**config.mk**
```make
export PLATFORM = sky130hd
export DESIGN_NAME = lsu_pmp
export DESIGN_NICKNAME = d
export VERILOG_FILES = /design/src/rtl/lsu_pmp.sv
export SDC_FILE = /design/constraint.sdc
export NUM_CORES = 1
export LEC_CHECK = 0
export BUFFER_PORTS_ARGS = -buffer_cell sky130_fd_sc_hd__buf_2
export CAP_MARGIN = 30
export CORE_MARGIN = 1.5
export CORE_UTILIZATION = 46
export DETAILED_ROUTE_END_ITERATION = 8
export GPL_ROUTABILITY_DRIVEN = 0
export PLACE_DENSITY = 0.78
export SLEW_MARGIN = 15
export SYNTH_ARGS = -nofsm -noshare
export SYNTH_HDL_FRONTEND = slang
export SYNTH_SLANG_ARGS = --single-unit
```
**constraint.sdc**
```tcl
create_clock -name clk -period 13.21 [get_ports clk]
set_input_delay 1.321 -clock clk [delete_from_list [all_inputs] [get_ports clk]]
set_output_delay 1.321 -clock clk [all_outputs]
set_load 0.01 [all_outputs]
```
**src/rtl/lsu_pmp.sv**
```systemverilog
// Load/store unit front end with a top-of-range PMP checker.
// Each request is captured, checked for alignment and PMP permission in one
// cycle, issued to memory with a bounded wait for the ack, and answered by a
// one-cycle response carrying the extended load data or the fault status.
module lsu_pmp #(
  parameter int TIMEOUT = 16,
  parameter int NREG    = 4
) (
  input  logic                clk,
  input  logic                rst,
  input  logic                req_valid,
  output logic                req_ready,
  input  logic [31:0]         req_addr,
  input  logic                req_we,
  input  logic [1:0]          req_size,
  input  logic                req_unsigned,
  input  logic [31:0]         req_wdata,
  input  logic                priv_m,
  input  logic [8*NREG-1:0]   pmp_cfg,
  input  logic [32*NREG-1:0]  pmp_addr,
  output logic                mem_req,
  output logic [31:0]         mem_addr,
  output logic                mem_we,
  output logic [3:0]          mem_be,
  output logic [31:0]         mem_wdata,
  input  logic                mem_ack,
  input  logic [31:0]         mem_rdata,
  output logic                resp_valid,
  output logic [31:0]         resp_rdata,
  output logic                resp_fault,
  output logic                resp_misaligned
);

  localparam int CW = (TIMEOUT > 1) ? $clog2(TIMEOUT) : 1;

  typedef enum logic [1:0] {
    IDLE   = 2'd0,
    CHECK  = 2'd1,
    ACCESS = 2'd2,
    DONE   = 2'd3
  } state_t;

  state_t          state_q, state_d;
  logic [31:0]     addr_q;
  logic [31:0]     wdata_q;
  logic [31:0]     rdata_q;
  logic            we_q;
  logic [1:0]      size_q;
  logic            uns_q;
  logic            fault_q;
  logic            mis_q;
  logic [CW-1:0]   cnt_q;

  // ---------------------------------------------------------------------
  // Alignment and PMP evaluation on the captured request
  // ---------------------------------------------------------------------
  logic            mis_c;
  logic [1:0]      last_off;
  logic [31:0]     last_addr;
  logic [NREG-1:0] region_hit;
  logic [NREG-1:0] region_r;
  logic [NREG-1:0] region_w;
  logic [NREG-1:0] region_l;
  logic [NREG-1:0] cfg_unused;
  logic            hit;
  logic            hit_r;
  logic            hit_w;
  logic            hit_l;
  logic            allow_c;
  logic            timeout_c;

  assign mis_c = (size_q == 2'b11) ||
                 ((size_q == 2'b01) && addr_q[0]) ||
                 ((size_q == 2'b10) && (addr_q[1:0] != 2'b00));

  // Offset of the last byte touched; size 11 never reaches the PMP decision.
  assign last_off  = (size_q == 2'b00) ? 2'd0 :
                     (size_q == 2'b01) ? 2'd1 : 2'd3;
  assign last_addr = addr_q + {30'd0, last_off};

  for (genvar gi = 0; gi < NREG; gi++) begin : g_region
    logic [31:0] lo;
    logic [31:0] top;
    assign top = pmp_addr[32*gi +: 32];
    if (gi == 0) begin : g_first
      assign lo = 32'd0;
    end else begin : g_rest
      assign lo = pmp_addr[32*(gi-1) +: 32];
    end
    // Both the first and the last byte must fall inside [lo, top).
    assign region_hit[gi] = pmp_cfg[8*gi+3] && (addr_q >= lo) && (last_addr < top);
    assign region_r[gi]   = pmp_cfg[8*gi+0];
    assign region_w[gi]   = pmp_cfg[8*gi+1];
    assign region_l[gi]   = pmp_cfg[8*gi+7];
    assign cfg_unused[gi] = ^{pmp_cfg[8*gi+2], pmp_cfg[8*gi+4 +: 3]};
  end

  // Lowest-numbered matching region wins: scan downwards so it is applied last.
  always_comb begin
    hit   = 1'b0;
    hit_r = 1'b0;
    hit_w = 1'b0;
    hit_l = 1'b0;
    for (int i = NREG - 1; i >= 0; i--) begin
      if (region_hit[i]) begin
        hit   = 1'b1;
        hit_r = region_r[i];
        hit_w = region_w[i];
        hit_l = region_l[i];
      end
    end
  end

  // Unmatched accesses are open to machine mode only; unlocked regions never
  // restrict machine mode.
  assign allow_c = !hit ? priv_m :
                   (priv_m && !hit_l) ? 1'b1 :
                   (we_q ? hit_w : hit_r);

  assign timeout_c = (cnt_q == CW'(TIMEOUT - 1));

  // ---------------------------------------------------------------------
  // FSM
  // ---------------------------------------------------------------------

  // State register.
  always_ff @(posedge clk or posedge rst) begin
    if (rst) state_q <= IDLE;
    else     state_q <= state_d;
  end

  // Next-state logic.
  always_comb begin
    state_d = state_q;
    case (state_q)
      IDLE:    if (req_valid) state_d = CHECK;
      CHECK:   state_d = (mis_c || !allow_c) ? DONE : ACCESS;
      ACCESS:  if (mem_ack || timeout_c) state_d = DONE;
      DONE:    state_d = IDLE;
      default: state_d = IDLE;
    endcase
  end

  // Request capture, check result, timeout counter and read-data capture.
  always_ff @(posedge clk or posedge rst) begin
    if (rst) begin
      addr_q  <= '0;
      wdata_q <= '0;
      rdata_q <= '0;
      we_q    <= 1'b0;
      size_q  <= '0;
      uns_q   <= 1'b0;
      fault_q <= 1'b0;
      mis_q   <= 1'b0;
      cnt_q   <= '0;
    end else begin
      case (state_q)
        IDLE: begin
          if (req_valid) begin
            addr_q  <= req_addr;
            wdata_q <= req_wdata;
            we_q    <= req_we;
            size_q  <= req_size;
            uns_q   <= req_unsigned;
            rdata_q <= '0;
            fault_q <= 1'b0;
            mis_q   <= 1'b0;
          end
        end
        CHECK: begin
          // Misalignment masks the PMP outcome so the two flags stay exclusive.
          mis_q   <= mis_c;
          fault_q <= !mis_c && !allow_c;
          cnt_q   <= '0;
        end
        ACCESS: begin
          if (mem_ack) begin
            rdata_q <= mem_rdata;
          end else if (timeout_c) begin
            fault_q <= 1'b1;
          end else begin
            cnt_q <= cnt_q + CW'(1);
          end
        end
        default: ;
      endcase
    end
  end

  // ---------------------------------------------------------------------
  // Outputs
  // ---------------------------------------------------------------------
  logic [3:0]  be_c;
  logic [31:0] wlane_c;
  logic [31:0] lane_word;
  logic [31:0] load_c;

  // Lane shaping of the byte enables and store data.
  always_comb begin
    case (size_q)
      2'b00: begin
        be_c    = 4'b0001 << addr_q[1:0];
        wlane_c = {4{wdata_q[7:0]}};
      end
      2'b01: begin
        be_c    = addr_q[1] ? 4'b1100 : 4'b0011;
        wlane_c = {2{wdata_q[15:0]}};
      end
      default: begin
        be_c    = 4'b1111;
        wlane_c = wdata_q;
      end
    endcase
  end

  // Load extraction: bring the addressed lane down to bit 0, then extend.
  assign lane_word = rdata_q >> {addr_q[1:0], 3'b000};

  always_comb begin
    case (size_q)
      2'b00:   load_c = uns_q ? {24'd0, lane_word[7:0]}
                              : {{24{lane_word[7]}}, lane_word[7:0]};
      2'b01:   load_c = uns_q ? {16'd0, lane_word[15:0]}
                              : {{16{lane_word[15]}}, lane_word[15:0]};
      default: load_c = lane_word;
    endcase
  end

  // Output decode from state; everything is zero outside its own state.
  always_comb begin
    req_ready       = (state_q == IDLE);
    mem_req         = (state_q == ACCESS);
    mem_addr        = '0;
    mem_we          = 1'b0;
    mem_be          = '0;
    mem_wdata       = '0;
    resp_valid      = (state_q == DONE);
    resp_fault      = (state_q == DONE) && fault_q;
    resp_misaligned = (state_q == DONE) && mis_q;
    resp_rdata      = '0;
    if (state_q == ACCESS) begin
      mem_addr  = {addr_q[31:2], 2'b00};
      mem_we    = we_q;
      mem_be    = be_c;
      mem_wdata = wlane_c;
    end
    if ((state_q == DONE) && !we_q && !fault_q && !mis_q) begin
      resp_rdata = load_c;
    end
  end

endmodule

```
Word-level counts from Yosys, hierarchy flattened
Cells that the tools add are included.

storage, ports and cells
  register bits = 108
  input port bits = 265
  logic and storage cells = 122

cells by class
  add/sub/neg operators = 2
  $lt $le $gt $ge = 8
  equal/unequal tests = 13
  shift-type cells = 2
  muxes and demuxes = 47
  reduce and logical (&&, ||, !) cells = 40

operators by type and width
  cell                 number
  $mux 32              7
  $pmux 32 s2          3
  $lt 32x32->1         4
  $ge 32x32->1         3
  $add 32x2->32        1
  $ge 32x1->1 const B  1
  $shr 32x5->32        1
  $mux 1               24
  $logic_and 1x1->1    17
  $mux 4               4
  $pmux 4 s2           2
  $eq 2x2->1 const B   4
  $mux 2               4
  $pmux 2 s4           1
  $reduce_bool 2->1    4
  $logic_not 1->1      6
  $ne 2x1->1 const B   3
  $ne 2x2->1 const B   3
  $reduce_and 2->1     3
  $reduce_and 3->1     2
  $add 4x1->4 const B  1
  $eq 2x1->1 const B   2
  $eq 4x4->1 const B   1
  $logic_not 2->1      2
  other kinds (6)      9

Depth between registers and ports, before layout
Gate-level depths: netlist of run 1.

  word-level depth = 18
  mapped depth = 24
  depth with buffers taken out = 22

Least setup slack after synthesis of run 1
Ideal clock, no wire load.

  path kind = register to register
  start point = register addr_q[1]
  end point = register fault_q
  arrival time = 4.601 ns
  setup slack = 8.478 ns
  cell stages (with the launch flop) = 23
  path buffers = 3
  path through = dfrtp_1 -> buf_4 -> clkbuf_1 -> clkbuf_1 -> xor2_1 -> ha_1 -> a21oi_1 -> nor4_1 -> nand2b_1 -> nor2_1 -> nand2_1 -> nor2_1 -> nand2_1 -> xnor2_1 -> ha_1 -> nand4_1 -> or3_1 -> or3b_1 -> o211ai_1 -> a211oi_1 -> a311o_1 -> o21ai_1 -> o211ai_1

on the way
  word-level cells in the longest chain between the ends = 14

RTL lines
  what                                                      RTL line  source
  start, declared                                           44        logic [31:0] addr_q;
  start signal, assigned                                    160       addr_q <= req_addr;
  $add 32x2->32 / $ge 32x32->1 (equally long branches)      79, 91
  $lt 32x32->1 / $logic_and 1x1->1 (equally long branches)  91        assign region_hit[gi] = pmp_cfg[8*gi+3] && (addr_q >= lo) && (last_addr < top);
  $logic_and 1x1->1                                         91
  $mux 1 (4 in a row)                                       105       if (region_hit[i]) begin
  $logic_not 1->1                                           117       (priv_m && !hit_l) ? 1'b1 :
  $logic_and 1x1->1                                         117
  $mux 1                                                    117
  $mux 1                                                    116       assign allow_c = !hit ? priv_m :
  $logic_not 1->1                                           173       fault_q <= !mis_c && !allow_c;
  $logic_and 1x1->1 (*)                                     173
  $pmux 1 s3 (*)                                            157       case (state_q)
  end signal, assigned                                      173
  end, declared                                             50        logic fault_q;

Every way passes the cells marked *; elsewhere a longest branch is shown, timed or not.
A chain may end at the register's enable or synchronous reset.

Worst setup path after layout of run 1
  start point = register size_q[1]
  end point = register state_q[0]

on the way
  word-level cells in the longest chain between the ends = 18

RTL lines
  what                    RTL line  source
  start, declared         48        logic [1:0] size_q;
  start signal, assigned  163       size_q <= req_size;
  $eq 2x1->1              73, 78
  $mux 2                  78        (size_q == 2'b01) ? 2'd1 : 2'd3;
  $mux 2                  77        assign last_off = (size_q == 2'b00) ? 2'd0 :
  $add 32x2->32           79        assign last_addr = addr_q + {30'd0, last_off};
  $lt 32x32->1            91
  $logic_and 1x1->1       91
  $mux 1 (4 in a row)     105
  $logic_not 1->1         117
  $logic_and 1x1->1       117
  $mux 1                  117
  $mux 1                  116
  $logic_not 1->1         137       CHECK: state_d = (mis_c || !allow_c) ? DONE : ACCESS;
  $logic_or 1x1->1 (*)    137
  $mux 1 (*)              137
  $pmux 2 s4 (*)          135       case (state_q)
  end signal, assigned    129       else state_q <= state_d;
  end, declared           43        state_t state_q, state_d;

Marked as above.

==> impl_results.md, run 1 <==
- Actual slew at the worst max-slew pin: 0.9065 ns
- Cell area power density: 209.6 nW/um^2
- # IOs: around 370
- Crit path max fanout: 52
- Total number of yosys warnings: 0
- Top cells by count, synth: 227 x ha_1, 175 x nand2_1, 138 x inv_1
- Via count: roughly 11000
- Buf/Inv on CP: 2
- Clk buf depth: 2
- Required @ worst endpoint: roughly 13 ns
- Synth top area share: around 25%
- CP Cell Sequence: buf_4 -> nor2_1 -> inv_2 -> ha_1 -> maj3_1 -> nand2b_1 -> or3_1 -> nor3_2 -> nand2_1 -> nor2_2 -> nand3_1 -> xnor2_1 -> ha_1 -> a21oi_1 -> nor2b_1 -> o21ai_0 -> nand3b_1 -> or4_1 -> a211oi_1 -> a311oi_1 -> o21ai_1 -> a31oi_1
- Detailed Routing Iterations Pass 1: 5
- Final Instance Area: roughly 14000 um^2
- Die width: between 150 and 200 um
- CORE AREA: between 20000 and 25000 um^2
- Starting Density: a little under half
- Number of distinct library cells after synthesis: 60
- Postcts setup bufs: 0
- Fmax achieved: about 150 MHz
- CTS tree: yes
- CTS resizes: 0
- Internal power: between 1 and 1.5 mW
- Cell taking the most area after synthesis: ha_1
- Worst vdd ir: 0.00009498 V
- Period Utilization, post-route: roughly half
- Sink Count: between 100 and 150
- Initial antenna violation count: 1
- Num CTS Buffers: 9
- Die Ht: roughly 160 um
- Tmin final: approximately 6.5 ns
- Via-to-Cell Ratio: 5.647
- Endpoints failing setup: 0
- Clock network power share: 10.5%
- Ys async rst share: 100.0%
- Critical path's top delay family: simple AND/OR/NAND/NOR gates
- DP HPWL: 29.73 mm
- Placed Area: roughly 14000 um^2
- GRT Total Usage: 27.97%
- Layout Nets: 2189
- Seq/Total Area, Yosys: a little under a quarter
- Startpoint types: flop
- First-pass GRT wire length: about 58 mm
- Antenna Violating Nets Remaining: 0
- Post-CTS Hold Buffers: 0
- Slew margin rel.: between 30% and 40%
- Reg power frac: approximately 25%
- Setup CP Type: reg2reg
- FF+latch count, synth: 108
- MaxCap Viol Count: 0
- Largest net degree at the start of global routing: 88
- Cell repeated most along the worst path: ha_1
- Worst Skew: between 0.01 and 0.015 ns
- RSZ-0062 raised after global routing: false
- DR WL/cell: roughly 18 um
- Drc violations: 0
- Worst Hold Class: reg2reg
- Combinational share of power: 64.7%
- Vias in the first global route: around 11000
- Power, Total: about 2.9 mW
- Setup crit end kind: flop
- CTS Root Cell: clkbuf_16
- Most common cell in the synthesized netlist: ha_1
- Post-Synthesis Mean Instance Area: between 8 and 9 um^2
- Pleak: 7.659 nW
- Clk Latency, worst-skew pair: between 0.3 and 0.4 ns
- Max Slew Vio Count: 0
- Crit path DAT: between 6 and 7 ns
- P_sw: approximately 1.5 mW
- Cell area after synthesis: between 10000 and 15000 um^2
- Synthesis-to-finish area growth: 21.08%
- Status: completed
- Cells after Synth: ~1400
- EDFF count, synth: 0
- Layout cells sized above 1: 26.91%
- Row count: between 50 and 60
- Die area: between 20000 and 30000 um^2
- Crit path largest cell delay: ~0.52 ns
- Post-Route WL: around 37 mm
- Hold Fails Final Rpt: 0
- Most common flop cell mapped by yosys: dfrtp_1
- H-tree levels: 3
- CTS clock-pin slew for the worst setup and hold paths: about 0.080 ns
- CP max stage cell: or4_1
- Number of buffers added on ports: ~350
- Setup TNS: 0 ns
- Top post-synthesis cells by area: ha_1 25%, dfrtp_1 23%, mux2_2 6.7%
- Sw Share: between 50% and 60%
- Initial DRC count: 739
- GR Overflow Total: 0
final timing paths:
kind                                    end       start  slack (ns)  cells past startpoint
worst min register to register   rdata_q[2]  rdata_q[2]        0.47                      2
worst max-delay path             state_q[0]   size_q[1]        6.74                     22
max in group asynchronous       rdata_q[25]         rst       11.17                      4
worst min-delay path             rdata_q[2]  rdata_q[2]        0.47                      2
worst max register to register   state_q[0]   size_q[1]        6.74                     22
min in group asynchronous        rdata_q[6]         rst        1.01                      2
worst reg2reg max path, stage by stage, from the launching register on:
cell      delay, ns
dfrtp_2        0.34
buf_4          0.48
nor2_1         0.37
inv_2          0.37
ha_1           0.25
maj3_1         0.20
nand2b_1       0.17
or3_1          0.44
nor3_2         0.35
nand2_1        0.17
nor2_2         0.16
nand3_1        0.11
xnor2_1        0.48
ha_1           0.35
a21oi_1        0.17
nor2b_1        0.07
o21ai_0        0.14
nand3b_1       0.13
or4_1          0.52
a211oi_1       0.39
a311oi_1       0.08
o21ai_1        0.42
a31oi_1        0.15
logic make-up (layout without fill, tap and decap cells):
kind of cell / Yosys count / count (layout) / share of synthesized area (%)
other: 1 / 3 / 0.03243
DFF: 108 / 108 / 23.37
adders and majority gates: 228 / 228 / 24.65
muxes: 106 / 106 / 9.932
xor gates and xnor gates: 33 / 33 / 2.499
and+or+nand+nor: 433 / 433 / 18.40
buffers and inverters: 190 / 517 / 6.275
AOI/OAI and AO/OA: 275 / 275 / 14.84
layout make-up:
cell class | count | area [um^2]
clock inverters | 7 | 100.1
fillers | 2220 | 10460
flip-flops and latches | 108 | 2704
inverters | 140 | 528.0
diodes | 1 | 2.502
well taps | 324 | 405.4
multi-input cells | 1077 | 8175
clock buffers | 9 | 225.2
repair buffers | 361 | 1862
cells in the final DEF (no fill, tap or decap), drive strengths merged, types with 23 or more instances in the layout:
master,n
nor2b,25
and2,50
a211oi,23
a21oi,104
inv,144
nand2,175
buf,361
ha,227
o21ai,56
a21o,29
nand4,41
nand3,52
nor2,41
dfrtp,108
mux2,70
mux2i,36
sequential cells by signal, summed over array words and instances (netlist names):
signal,flops
uns_q,1
state_q,2
wdata_q,32
size_q,2
addr_q,32
cnt_q,4
mis_q,1
we_q,1
fault_q,1
rdata_q,32
layer usage:
layer,global-route usage [%],share of wire [%],vias up
met4,12.04,4.1,0
met3,4.443,7.2,100
li1,-,-,5506
met2,49.10,48,526
met1,33.73,40,5314
met5,0,0,-
power by group through the flow:
stage | Combinational [mW] | Clock [mW] | Sequential (mW)
final | 1.90 | 0.309 | 0.726
after detailed placement | 1.88 | 0 | 0.724
after CTS | 1.89 | 0.316 | 0.718
after global routing | 2.13 | 0.328 | 0.744
after global placement | 1.78 | 0 | 0.714
after floorplan | 1.36 | 0 | 0.619
metrics by stage:
step,setup WS (ns),instances,hold slack [ns],util (%)
2_1_floorplan,8.478,1375,0.4309,-
5_1_grt,6.393,2027,0.4904,57.24
3_3_place_gp,7.053,2008,0.4431,55.71
4_1_cts,6.867,2024,0.4682,57.04
6_report,6.741,2027,0.4731,57.24
3_5_place_dp,6.847,2008,0.4481,55.71
Power figures use the tool's default switching activity.
==> run 2: changes to the inputs <==
==> constraint.sdc (replaced) <==
create_clock -name clk -period 6.6 [get_ports clk]
set_input_delay 0.66 -clock clk [delete_from_list [all_inputs] [get_ports clk]]
set_output_delay 0.66 -clock clk [all_outputs]
set_load 0.01 [all_outputs]
==> impl_results.md, run 2 (synthesized netlist as in run 1, its figures left out) <==
- Final WS setup: 0.9631 ns (-5.778 ns)
- Worst slack at placement: 1.042 ns (-5.805 ns)
- CORE AREA: 24460 um^2 (unchanged)
- H-tree levels: 3 (unchanged)
- CTS resizes: 0 (unchanged)
- Required @ worst endpoint: 6.83 ns (-6.60 ns)
- Tmin final: 5.637 ns (-0.8318 ns)
- Drc violations: 0 (unchanged)
- Hold Fails Final Rpt: 0 (unchanged)
- Actual slew at the worst max-slew pin: 0.9116 ns (+0.005106 ns)
- Die area: 26100 um^2 (unchanged)
- Clk buf depth: 2 (unchanged)
- Worst Skew: 0.008283 ns (-0.006691 ns)
- Crit path largest cell delay: 0.57 ns (+0.05 ns)
- Num CTS Buffers: 9 (unchanged)
- First-pass GRT wire length: 57.93 mm (+0.67%)
- CTS clock-pin slew for the worst setup and hold paths: 0.09 ns (about the same)
- MaxCap Viol Count: 0 (unchanged)
- GR Overflow Total: 0 (unchanged)
- Post-Route WL: 37.19 mm (-0.47%)
- Row count: 57 (unchanged)
- CP Cell Sequence: nor2_1 -> buf_4 -> inv_2 -> ha_1 -> maj3_1 -> nand2b_1 -> or3_1 -> nor3_2 -> nand2_1 -> nor2_2 -> nand3_1 -> xnor2_1 -> ha_1 -> nand4_1 -> nor4_1 -> a2111oi_0 -> o21ai_0 -> a41oi_1 -> a31oi_1 -> a311oi_1 -> o21ai_1 -> o211ai_1
- Detailed Routing Iterations Pass 1: 5 (unchanged)
- FF/Latch Area: 2704 um^2 (unchanged)
- Commonest cells after routing, fill and taps aside: 352 x buf_2, 226 x ha_1, 174 x nand2_1
- Period Utilization, post-route: 85.41% (+36 points)
- Endpoints failing setup: 0 (unchanged)
- Leading cell type in the layout, fill and taps excluded: buf_2
- Clk Latency, worst-skew pair: 0.36 ns (about the same)
- Die width: 161.6 um (unchanged)
- CTS tree: yes
- Placed Area: 13660 um^2 (+0.26%)
- Postcts setup bufs: 0 (unchanged)
- Cell repeated most along the worst path: ha_1
- Cell area power density: 418.0 nW/um^2 (+99%)
- Largest regs: addr_q: 32 flops, rdata_q: 32 flops, wdata_q: 32 flops
- Status: completed
- RSZ-0062 raised after global routing: false
- Setup CP Type: reg2reg
- Buf/Inv on CP: 2 (unchanged)
- Layout Nets: 2190 (+0.046%)
- Launch point of the worst path: size_q[1]
- Layout cells sized above 1: 26.95% (+0.043 points)
- FILL cells: 2222 (+0.090%)
- Area of the multi-input gates: 8175 um^2 (unchanged)
- Final Instance Area: 13990 um^2 (about the same)
- Setup crit end kind: flop
- Startpoint types: flop
- Number of buffers added on ports: 352 (unchanged)
- Worst Hold Class: in2async
- Worst vdd ir: 0.0001831 V (+93%)
- Initial antenna violation count: 1 (unchanged)
- GRT Total Usage: 28.07% (+0.094 points)
- Vias in the first global route: 11250 (+0.69%)
- Slew margin rel.: 39.09% (-0.34 points)
- Setup TNS: 0 ns (unchanged)
- CP max stage cell: nor4_1
- Finished Core Util: 57.20% (about the same)
- DP HPWL: 29.67 mm (-0.20%)
- R2R Path Start: size_q[1]
- Antenna Violating Nets Remaining: 0 (unchanged)
- CTS Root Cell: clkbuf_16
- Largest net degree at the start of global routing: 76 (-14%)
- Synthesis-to-finish area growth: 21.00% (about the same)
- Die Ht: 161.6 um (unchanged)
- Sink Count: 108 (unchanged)
- Initial DRC count: 792 (+7.2%)
- Fmax achieved: 177.4 MHz (+15%)
- # IOs: 371 (unchanged)
- Via count: 11420 (-0.26%)
- Crit path max fanout: 18 (-65%)
- Critical path's top delay family: simple AND/OR/NAND/NOR gates
- DR WL/cell: 18.34 um (-0.51%)
- Starting Density: 47.28% (unchanged)
- Crit path DAT: 5.86 ns (-0.83 ns)
- Pleak: 7.656 nW (about the same)
- Post-CTS Hold Buffers: 0 (unchanged)
- Via-to-Cell Ratio: 5.629 (-0.31%)
- Max Slew Vio Count: 0 (unchanged)
==> run 2: path summary, 6_finish.rpt <==
check,end,slack (ns),depth (start not counted)
min reg2reg,rdata_q[2],0.47,2
min in group clk,rdata_q[2],0.47,2
max,fault_q,0.96,22
min,rdata_q[3],0.39,2
max reg2reg,fault_q,0.96,22
max in group asynchronous,wdata_q[1],4.91,3
==> run 2: power breakdown <==
| group | internal [mW] | switching (mW) | leakage (nW) |
|---|---|---|---|
| clock network | 0.276 | 0.314 | 0.152 |
| logic | 1.66 | 2.16 | 6.18 |
| registers | 0.964 | 0.480 | 1.32 |
==> run 2: per-stage QoR <==
stage          cells  hold WS [ns]  power, mW
4_1_cts         2026        0.3989      5.826
6_report        2028        0.3900      5.849
2_1_floorplan   1375        0.4309      3.970
5_1_grt         2028        0.4283      6.408
3_5_place_dp    2010        0.4493      5.216
3_3_place_gp    2009        0.4431      5.015
==> run 2: routing by layer <==
| layer | track usage, % | vias to the layer above | share of wire, % |
|---|---|---|---|
| met5 | 0 | - | 0 |
| met4 | 11.78 | 0 | 3.8 |
| met3 | 5.290 | 84 | 7.8 |
| met2 | 49.08 | 486 | 48 |
| met1 | 33.60 | 5318 | 40 |
| li1 | - | 5528 | - |
==> run 2: area by class of cell <==
cell class | count | area share, %
diodes | 1 | 0.01788
clock buffers | 9 | 1.609
clock inverters | 7 | 0.5991
inverters | 140 | 3.773
multi-input cells | 1077 | 58.42
flip-flops and latches | 108 | 19.32
well taps | 324 | 2.897
repair buffers | 362 | 13.36
==> run 3: changes to the inputs <==
--- a/config.mk
+++ b/config.mk
@@ -9,6 +9,7 @@
 export CAP_MARGIN = 30
 export CORE_MARGIN = 1.5
 export CORE_UTILIZATION = 46
+export CTS_BUF_LIST = sky130_fd_sc_hd__clkbuf_4
 export DETAILED_ROUTE_END_ITERATION = 8
 export GPL_ROUTABILITY_DRIVEN = 0
 export PLACE_DENSITY = 0.78
==> impl_results.md, run 3 (synthesized netlist as in run 1, its figures left out) <==
- Via-to-Cell Ratio: 5.618 (-0.20%)
- Drc violations: 1 (+1)
- Detailed Routing Iterations Pass 1: 7 (+2)
- Fmax achieved: 178.1 MHz (+0.39%)
- DP HPWL: 29.67 mm (unchanged)
- Status: finished, violations left
- Largest net degree at the start of global routing: 76 (unchanged)
- Initial DRC count: 750 (-5.3%)
- Vias in the first global route: 11220 (-0.33%)
- DR WL/cell: 18.31 um (-0.15%)
- Crit path DAT: 6.03 ns (+0.17 ns)
- Period Utilization, post-route: 85.07% (-0.33 points)
- Setup CP Type: reg2reg
- Clk Latency, worst-skew pair: 0.49 ns (+0.13 ns)
- Reg-to-reg slack, setup: 0.99 ns (+0.02 ns)
- CTS Root Cell: clkbuf_4
- Crit path max fanout: 18 (unchanged)
- MaxCap Viol Count: 0 (unchanged)
- Endpoints failing setup: 0 (unchanged)
- Die width: 161.6 um (unchanged)
- Leading cell type in the layout, fill and taps excluded: buf_2
- CTS tree: yes
- CORE AREA: 24460 um^2 (unchanged)
- Tmin final: 5.615 ns (-0.02206 ns)
- Worst Skew: 0.02108 ns (+0.01280 ns)
- RSZ-0062 raised after global routing: false
- Hold Fails Final Rpt: 0 (unchanged)
- Metal3 WL: 2.920 mm (about the same)
- Max Slew Vio Count: 0 (unchanged)
- Met1 wire length: 15.02 mm (+0.13%)
- Starting Density: 47.28% (unchanged)
- # IOs: 371 (unchanged)
- Slew margin rel.: 39.78% (+0.69 points)
- Worst vdd ir: 0.0001813 V (-0.99%)
- Largest regs: addr_q: 32 flops, rdata_q: 32 flops, wdata_q: 32 flops
- Synthesis-to-finish area growth: 19.66%
- Layout cells sized above 1: 26.95% (unchanged)
- Num CTS Buffers: 9 (unchanged)
- Initial antenna violation count: 2 (+1)
- Clk buf depth: 2 (unchanged)
- Layout Nets: 2190 (unchanged)
- Postcts setup bufs: 0 (unchanged)
- Failing checks: DRC
- Number of buffers added on ports: 352 (unchanged)
- Antenna Violating Nets Remaining: 0 (unchanged)
- CTS clock-pin slew for the worst setup and hold paths: 0.23 ns (+0.14 ns)
- Pleak: 7.587 nW (-0.91%)
- FILL cells: 2242 (+0.90%)
- Commonest cells after routing, fill and taps aside: 352 x buf_2, 226 x ha_1, 174 x nand2_1
- Row count: 57 (unchanged)
- DR WL met2: 17.87 mm (about the same)
- GR Overflow Total: 0 (unchanged)
- Top Metal Used: met4
- Cell area power density: 407.3 nW/um^2 (-2.6%)
- R2r worst-path depth: 22 (unchanged)
- Worst Hold Class: in2async
- Setup TNS: 0 ns (unchanged)
- First-pass GRT wire length: 57.89 mm (about the same)
- CTS resizes: 0 (unchanged)
- Setup crit end kind: flop
- Post-CTS Hold Buffers: 0 (unchanged)
- Sink Count: 108 (unchanged)
- Startpoint types: flop
- Required @ worst endpoint: 7.02 ns (+0.19 ns)
- GRT Total Usage: 28.09% (about the same)
- Post-Route WL: 37.15 mm (-0.10%)
- Actual slew at the worst max-slew pin: 0.9013 ns (-0.01029 ns)
- Via count: 11400 (-0.15%)
- Die Ht: 161.6 um (unchanged)
- Die area: 26100 um^2 (unchanged)
- Power, Total: 5.637 mW (-3.6%)
- H-tree levels: 3 (unchanged)
run 3: cell count changes in the layout (fill, tap and decap cells not counted), sizes merged:
cell | before | now
diode | 1 | 2
run 3: worst paths after layout:
path | endpoint | startpoint
setup / recovery | fault_q | size_q[1]
hold / removal | addr_q[19] | rst
setup reg to reg | fault_q | size_q[1]
hold reg to reg | rdata_q[6] | rdata_q[6]
max in group asynchronous | wdata_q[19] | rst
min in group clk | addr_q[24] | req_addr[24]
run 3: through the flow:
step	cells	setup WS [ns]	util [%]	cell area, um^2	hold slack [ns]
global route	2029	0.6503	56.57	13840	0.2151
detailed placement	2010	1.042	55.85	13660	0.4493
global placement	2009	1.161	55.74	13630	0.4431
finish	2029	0.9852	56.57	13840	0.2370
floorplan	1375	1.868	-	11570	0.4309
CTS	2026	1.027	56.47	13810	0.1912
run 3: routing by layer:
metal	GRT usage, %	vias to the layer above
met4	11.95	0
met5	0	-
met3	5.342	81
met2	49.01	498
li1	-	5528
met1	33.63	5292
run 3: critical path, stage by stage, from the launching register on:
cell and delay (ns):
dfrtp_2 0.40, nor2_1 0.04, buf_4 0.16, inv_2 0.27, ha_1 0.26, maj3_1 0.20
nand2b_1 0.15, or3_1 0.44, nor3_2 0.36, nand2_1 0.17, nor2_2 0.16, nand3_1 0.11
xnor2_1 0.49, ha_1 0.36, nand4_1 0.12, nor4_1 0.10, a2111oi_0 0.34, o21ai_0 0.24
a41oi_1 0.28, a31oi_1 0.13, a311oi_1 0.32, o21ai_1 0.22, o211ai_1 0.21
run 3: power by group:
group / switching, mW / internal, mW
clock: 0.289 / 0.0964
sequential: 0.478 / 0.960
combinational: 2.16 / 1.66
run 3: area by class of cell:
| type | instances | area (um^2) | share of cell area [%] |
|---|---|---|---|
| antenna | 2 | 5.005 | 0.03617 |
| clock buffer | 9 | 67.56 | 0.4882 |
| clock inverter | 7 | 83.83 | 0.6058 |
| inverter | 140 | 528.0 | 3.816 |
| multi-input combinational | 1077 | 8175 | 59.08 |
| sequential | 108 | 2704 | 19.54 |
| tap | 324 | 405.4 | 2.929 |
| timing repair buffer | 362 | 1869 | 13.51 |
